===== config.mk =====
export PLATFORM = sky130hd
export DESIGN_NAME = clock_time_setter
export DESIGN_NICKNAME = d
export VERILOG_FILES = /design/src/rtl/clock_time_setter.sv
export SDC_FILE = /design/constraint.sdc
export NUM_CORES = 1
export LEC_CHECK = 0
export CORE_MARGIN = 3
export CORE_UTILIZATION = 34
export DETAILED_ROUTE_END_ITERATION = 8
export HOLD_SLACK_MARGIN = 0.15
export SLEW_MARGIN = 20
export SYNTH_ARGS = -nofsm -noshare
export SYNTH_HDL_FRONTEND = slang
export SYNTH_SLANG_ARGS = --single-unit

===== constraint.sdc =====
create_clock -name clock -period 2.91 [get_ports clock]
set_input_delay 0.873 -clock clock [delete_from_list [all_inputs] [get_ports clock]]
set_output_delay 0.873 -clock clock [all_outputs]
set_load 0.02 [all_outputs]

===== src/rtl/clock_time_setter.sv =====
// rtl/clock_time_setter.sv - HH:MM:SS timekeeper with button set mode and 7-segment digit outputs
module clock_time_setter #(
    parameter int TICK_DIV  = 1000,
    parameter int BLINK_DIV = 250
) (
    input  logic       clock,
    input  logic       reset,
    input  logic       mode,
    input  logic       inc,
    output logic [6:0] data1,
    output logic [6:0] data2,
    output logic [6:0] data3,
    output logic [6:0] data4,
    output logic [6:0] data5,
    output logic [6:0] data6,
    output logic       h,
    output logic       m,
    output logic       s
);
    localparam int PW = (TICK_DIV > 2) ? $clog2(TICK_DIV) : 1;
    localparam int BW = (BLINK_DIV > 2) ? $clog2(BLINK_DIV) : 1;
    localparam logic [PW-1:0] TICK_MAX  = PW'(TICK_DIV - 1);
    localparam logic [BW-1:0] BLINK_MAX = BW'(BLINK_DIV - 1);

    typedef enum logic [1:0] {RUN, SET_H, SET_M, SET_S} state_t;

    state_t        state;
    logic [7:0]    hr, mn, sc;      // packed BCD {tens, ones}
    logic [PW-1:0] presc;
    logic [BW-1:0] blink_cnt;
    logic          blink_phase;

    function automatic logic [7:0] bcd_inc(input logic [7:0] v, input logic [7:0] top);
        if (v == top)
            return 8'h00;
        else if (v[3:0] == 4'd9)
            return {v[7:4] + 4'd1, 4'd0};
        else
            return {v[7:4], v[3:0] + 4'd1};
    endfunction

    function automatic logic [6:0] seg7(input logic [3:0] d);
        case (d)
            4'd0: return 7'b1111110;
            4'd1: return 7'b0110000;
            4'd2: return 7'b1101101;
            4'd3: return 7'b1111001;
            4'd4: return 7'b0110011;
            4'd5: return 7'b1011011;
            4'd6: return 7'b1011111;
            4'd7: return 7'b1110000;
            4'd8: return 7'b1111111;
            4'd9: return 7'b1111011;
            default: return 7'b0000000;
        endcase
    endfunction

    always_ff @(posedge clock or posedge reset) begin
        if (reset) begin
            state       <= RUN;
            hr          <= 8'h00;
            mn          <= 8'h00;
            sc          <= 8'h00;
            presc       <= '0;
            blink_cnt   <= '0;
            blink_phase <= 1'b0;
        end else begin
            // Any accepted press restarts the blink so the field stays visible.
            if (mode || (inc && state != RUN)) begin
                blink_cnt   <= '0;
                blink_phase <= 1'b0;
            end else if (blink_cnt == BLINK_MAX) begin
                blink_cnt   <= '0;
                blink_phase <= ~blink_phase;
            end else begin
                blink_cnt <= blink_cnt + 1'b1;
            end

            case (state)
                RUN: begin
                    if (presc == TICK_MAX) begin
                        presc <= '0;
                        sc    <= bcd_inc(sc, 8'h59);
                        if (sc == 8'h59)
                            mn <= bcd_inc(mn, 8'h59);
                        if (sc == 8'h59 && mn == 8'h59)
                            hr <= bcd_inc(hr, 8'h23);
                    end else begin
                        presc <= presc + 1'b1;
                    end
                    if (mode)
                        state <= SET_H;
                end
                SET_H: begin
                    presc <= '0;
                    if (mode)
                        state <= SET_M;
                    else if (inc)
                        hr <= bcd_inc(hr, 8'h23);
                end
                SET_M: begin
                    presc <= '0;
                    if (mode)
                        state <= SET_S;
                    else if (inc)
                        mn <= bcd_inc(mn, 8'h59);
                end
                SET_S: begin
                    presc <= '0;
                    if (mode)
                        state <= RUN;
                    else if (inc)
                        sc <= bcd_inc(sc, 8'h59);
                end
                default: state <= RUN;
            endcase
        end
    end

    assign data1 = seg7(hr[7:4]);
    assign data2 = seg7(hr[3:0]);
    assign data3 = seg7(mn[7:4]);
    assign data4 = seg7(mn[3:0]);
    assign data5 = seg7(sc[7:4]);
    assign data6 = seg7(sc[3:0]);

    assign h = (state == SET_H) && blink_phase;
    assign m = (state == SET_M) && blink_phase;
    assign s = (state == SET_S) && blink_phase;
endmodule


==> key figures <==
Outcome
  – Outcome: complete, no violations

Final layout
  – Antenna cell count: 0
  – Post-route core utilization: 0.4407
  – Area growth syn-to-layout: 22.85%
  – Multi-input logic area: 0.002237 mm^2
  – Filler cells: approximately 990
  – Share of layout cells above drive strength 1: 0.08734
  – Storage cell area: around 0.0011 mm^2
  – Nets: 515

Floorplanning
  – Initial Util: 0.3587
  – Die span in y: between 100 and 150 um
  – I/O Pins: between 40 and 50
  – Core area: roughly 0.01 mm^2
  – Core Rows: 36
  – Die area: around 0.012 mm^2
  – Die X-Extent: about 110 um

Power and ir drop
  – Int Power: 2.543 mW
  – Peak VDD IR: just under 0.6 mV
  – Seq pwr share: 0.219
  – Net switching power: roughly 2.4 mW
  – Logic pwr share: 0.679
  – PwrDens: between 1000 and 1500 mW/mm^2
  – Design Power: roughly 4.9 mW
  – Leak: between 2 and 2.5 nW
  – Sw Share: 0.4846
  – Clock share of power: 0.102

Synth
  – Cell variety after synth: 54
  – Post-Syn Area: around 0.0036 mm^2
  – Async SR Flop Fraction: 1.000
  – Register bit total from synthesis: 45
  – Avg Inst Size Synth: about 8.8 um^2
  – Post-synth EDFFs: 0
  – Synth Instances: 407
  – Ys flop type: dfrtp_1
  – Register area share after synthesis: 0.3139
  – Synthesized Nets: around 470
  – Warnings from Yosys: 0

Detailed routing
  – Initial DRC Count: between 100 and 150
  – Drt first pass iters: 4
  – Routed vias: around 3000
  – Post-DRT Antenna Nets: 0
  – DRC Markers: 0
  – Vias/cell: ~5
  – Routed WL: roughly 7.5 mm
  – Post-DR wirelength/cell: roughly 13 um

Clock network
  – CTS root buffer: clkbuf_8
  – # H-tree levels: 2
  – Clock sink count: 45
  – Hold Buf Count CTS: 0
  – Total CTS buffers: 5
  – Clk_lat worst skew: slightly above 0.3 ns
  – CTS tree: built
  – Worst-case clock buffer depth: 2
  – Worst-path clk slew: approximately 0.1 ns

Critical path
  – Worst Path Buf+Inv: 2
  – CP Launch Type: flop
  – CP arrival: between 1.5 and 2 ns
  – CP max stage delay: between 0.5 and 0.6 ns
  – CP cell instances: inv_1 -> ha_1 -> a22o_1 -> clkdlybuf4s50_1
  – Crit path kind: flop to output pin
  – Crit path max-delay family: buffers and inverters
  – CP endpoint kind: output pin
  – Crit path required time: roughly 2 ns
  – Worst Path Max Fanout: 7
  – Slowest CP cell: clkdlybuf4s50_1

Timing
  – FMAX: 354.0 MHz
  – Setup TNS: 0 ns
  – Worst slew pin tran: around 0.51 ns
  – Rel. slew slack: 0.6601
  – Clock period minus final worst setup slack: roughly 2.8 ns
  – Min Hold Slack: 0.4845 ns
  – # setup viols final: 0
  – Fin. max-slew vios: 0
  – Endpoints failing hold: 0
  – Crit share post-route: 0.9709
  – Clock Skew: roughly 0.014 ns
  – Unrepaired setup endpoints after global routing: false

Worst hold path
  – Min-Delay Path Class: flop to flop

Placement
  – Dpl hpwl: about 5.6 mm
  – Global placement routability congestion: 0.7963
  – Port Buffers: 48

Global routing
  – Vias in the first global route: 2901
  – Largest net degree at the start of global routing: 25
  – First-pass GRT wire length: 13.17 mm
  – Overflow after GRT: 0
  – Antenna violations before repair: 0
  – Overall Global Routing Usage: 0.1330

Flow run
  – Max cap viols: 0
==> cell type report <==
class	count	share of cell area
repair buffers	61	0.1383
multi-input cells	306	0.5077
clock inverters	2	0.008518
flip-flops and latches	45	0.2567
well taps	133	0.03776
clock buffers	6	0.01874
inverters	38	0.03237
==> power groups by stage <==
stage	Clock [mW]	Sequential, mW	Combinational, mW
6_report	0.502	1.08	3.35
5_1_grt	0.544	1.12	3.73
2_1_floorplan	0	0.968	2.29
3_5_place_dp	0	1.08	3.49
4_1_cts	0.521	1.08	3.42
3_3_place_gp	0	1.07	3.46
==> cell usage after synthesis (2+ instances only) <==
master,number,share of area
mux2i_1,7,0.020
a21o_1,5,0.010
clkbuf_1,14,0.015
nand2b_1,6,0.010
o22ai_1,12,0.021
xor2_1,7,0.017
nand4_1,5,0.0087
nor3_1,5,0.0070
nor4_1,2,0.0035
dfrtp_1,45,0.31
nand3_1,16,0.022
inv_1,38,0.040
nand3b_1,4,0.0084
o21ai_1,11,0.015
ha_1,54,0.19
nand2_1,24,0.025
o31ai_1,2,0.0042
a22o_1,4,0.0098
a31oi_1,7,0.012
and2_1,6,0.010
mux2_1,3,0.0094
buf_2,2,0.0028
o311ai_1,2,0.0049
o21ai_0,28,0.039
a21oi_1,21,0.029
nor2_1,35,0.037
and3_1,3,0.0052
xnor2_1,13,0.032
==> state kept, by name, indices dropped and copies added, names as in the netlist <==
signal / cells
blink_phase: 1
sc: 8
blink_cnt: 8
mn: 8
state: 2
hr: 8
presc: 10
==> worst reg2reg max path: stages, from the launching register on <==
cell and delay (ns):
dfrtp_1 0.38, inv_1 0.18, ha_1 0.28, nand3b_4 0.12, or4_1 0.56, o21ai_4 0.23
and2_1 0.33, mux2i_1 0.27
==> repair_timing <==
| action | in CTS | in global routing |
|---|---|---|
| buffers inserted | 0 | 0 |
| gates resized for setup | 15 | 19 |
| setup endpoints to repair | 14 | 18 |
| gates cloned | 0 | 0 |
==> cell usage in the layout (no fill, tap or decap), types with 5 or more instances in the layout <==
| master | n |
|---|---|
| xnor2_1 | 13 |
| a21o_1 | 5 |
| xor2_1 | 7 |
| ha_1 | 54 |
| a31oi_1 | 7 |
| nand3_1 | 16 |
| buf_4 | 12 |
| mux2i_1 | 7 |
| nand2_1 | 24 |
| nor2_1 | 35 |
| nor3_1 | 5 |
| inv_1 | 34 |
| clkdlybuf4s50_1 | 21 |
| a21oi_1 | 21 |
| o22ai_1 | 12 |
| o21ai_0 | 28 |
| and2_1 | 6 |
| nand2b_1 | 6 |
| nand4_1 | 5 |
| clkbuf_8 | 6 |
| dlygate4sd2_1 | 13 |
| dfrtp_1 | 41 |
| o21ai_1 | 11 |
| dlymetal6s2s_1 | 14 |
==> cells by family (layout without fill, tap and decap cells) <==
kind of cell | count (synthesis) | count (layout) | synth area share
mux | 11 | 11 | 0.03209
xor+xnor | 20 | 20 | 0.04883
simple gates | 117 | 117 | 0.1754
flops | 45 | 45 | 0.3139
fa+ha+maj | 54 | 54 | 0.1884
compound gates | 104 | 104 | 0.1789
buf+inv | 56 | 107 | 0.06244
==> per-stage QoR <==
stage	cells	cell area, um^2	setup slack, ns
after floorplan	407	3587	0.4567
after CTS	591	4368	0.01360
after global placement	583	4263	0.2800
after detailed placement	583	4263	0.2529
final	591	4407	0.08480
after global routing	591	4407	0.007637
==> layer usage <==
layer,share of wire,global-route usage,up-vias
met5,0,0,-
met4,0.0099,0.03336,0
met3,0.029,0.02191,9
met2,0.48,0.2282,32
met1,0.48,0.1744,1417
li1,-,-,1505
==> path summary, 6_finish.rpt <==
kind | to | slack (ns) | start | depth (start not counted)
max | data2[2] | 0.08 | hr[0]$_DFFE_PP0P_ | 4
min | presc[0]$_DFF_PP0_ | 0.48 | presc[0]$_DFF_PP0_ | 1
max reg2reg | hr[0]$_DFFE_PP0P_ | 0.50 | sc[5]$_DFFE_PP0P_ | 7
min reg2reg | presc[0]$_DFF_PP0_ | 0.48 | presc[0]$_DFF_PP0_ | 1
max in group asynchronous | mn[3]$_DFFE_PP0P_ | 1.46 | reset | 3
min in group asynchronous | hr[7]$_DFFE_PP0P_ | 0.92 | reset | 2
Note: power is estimated with default switching activity, not from simulation.
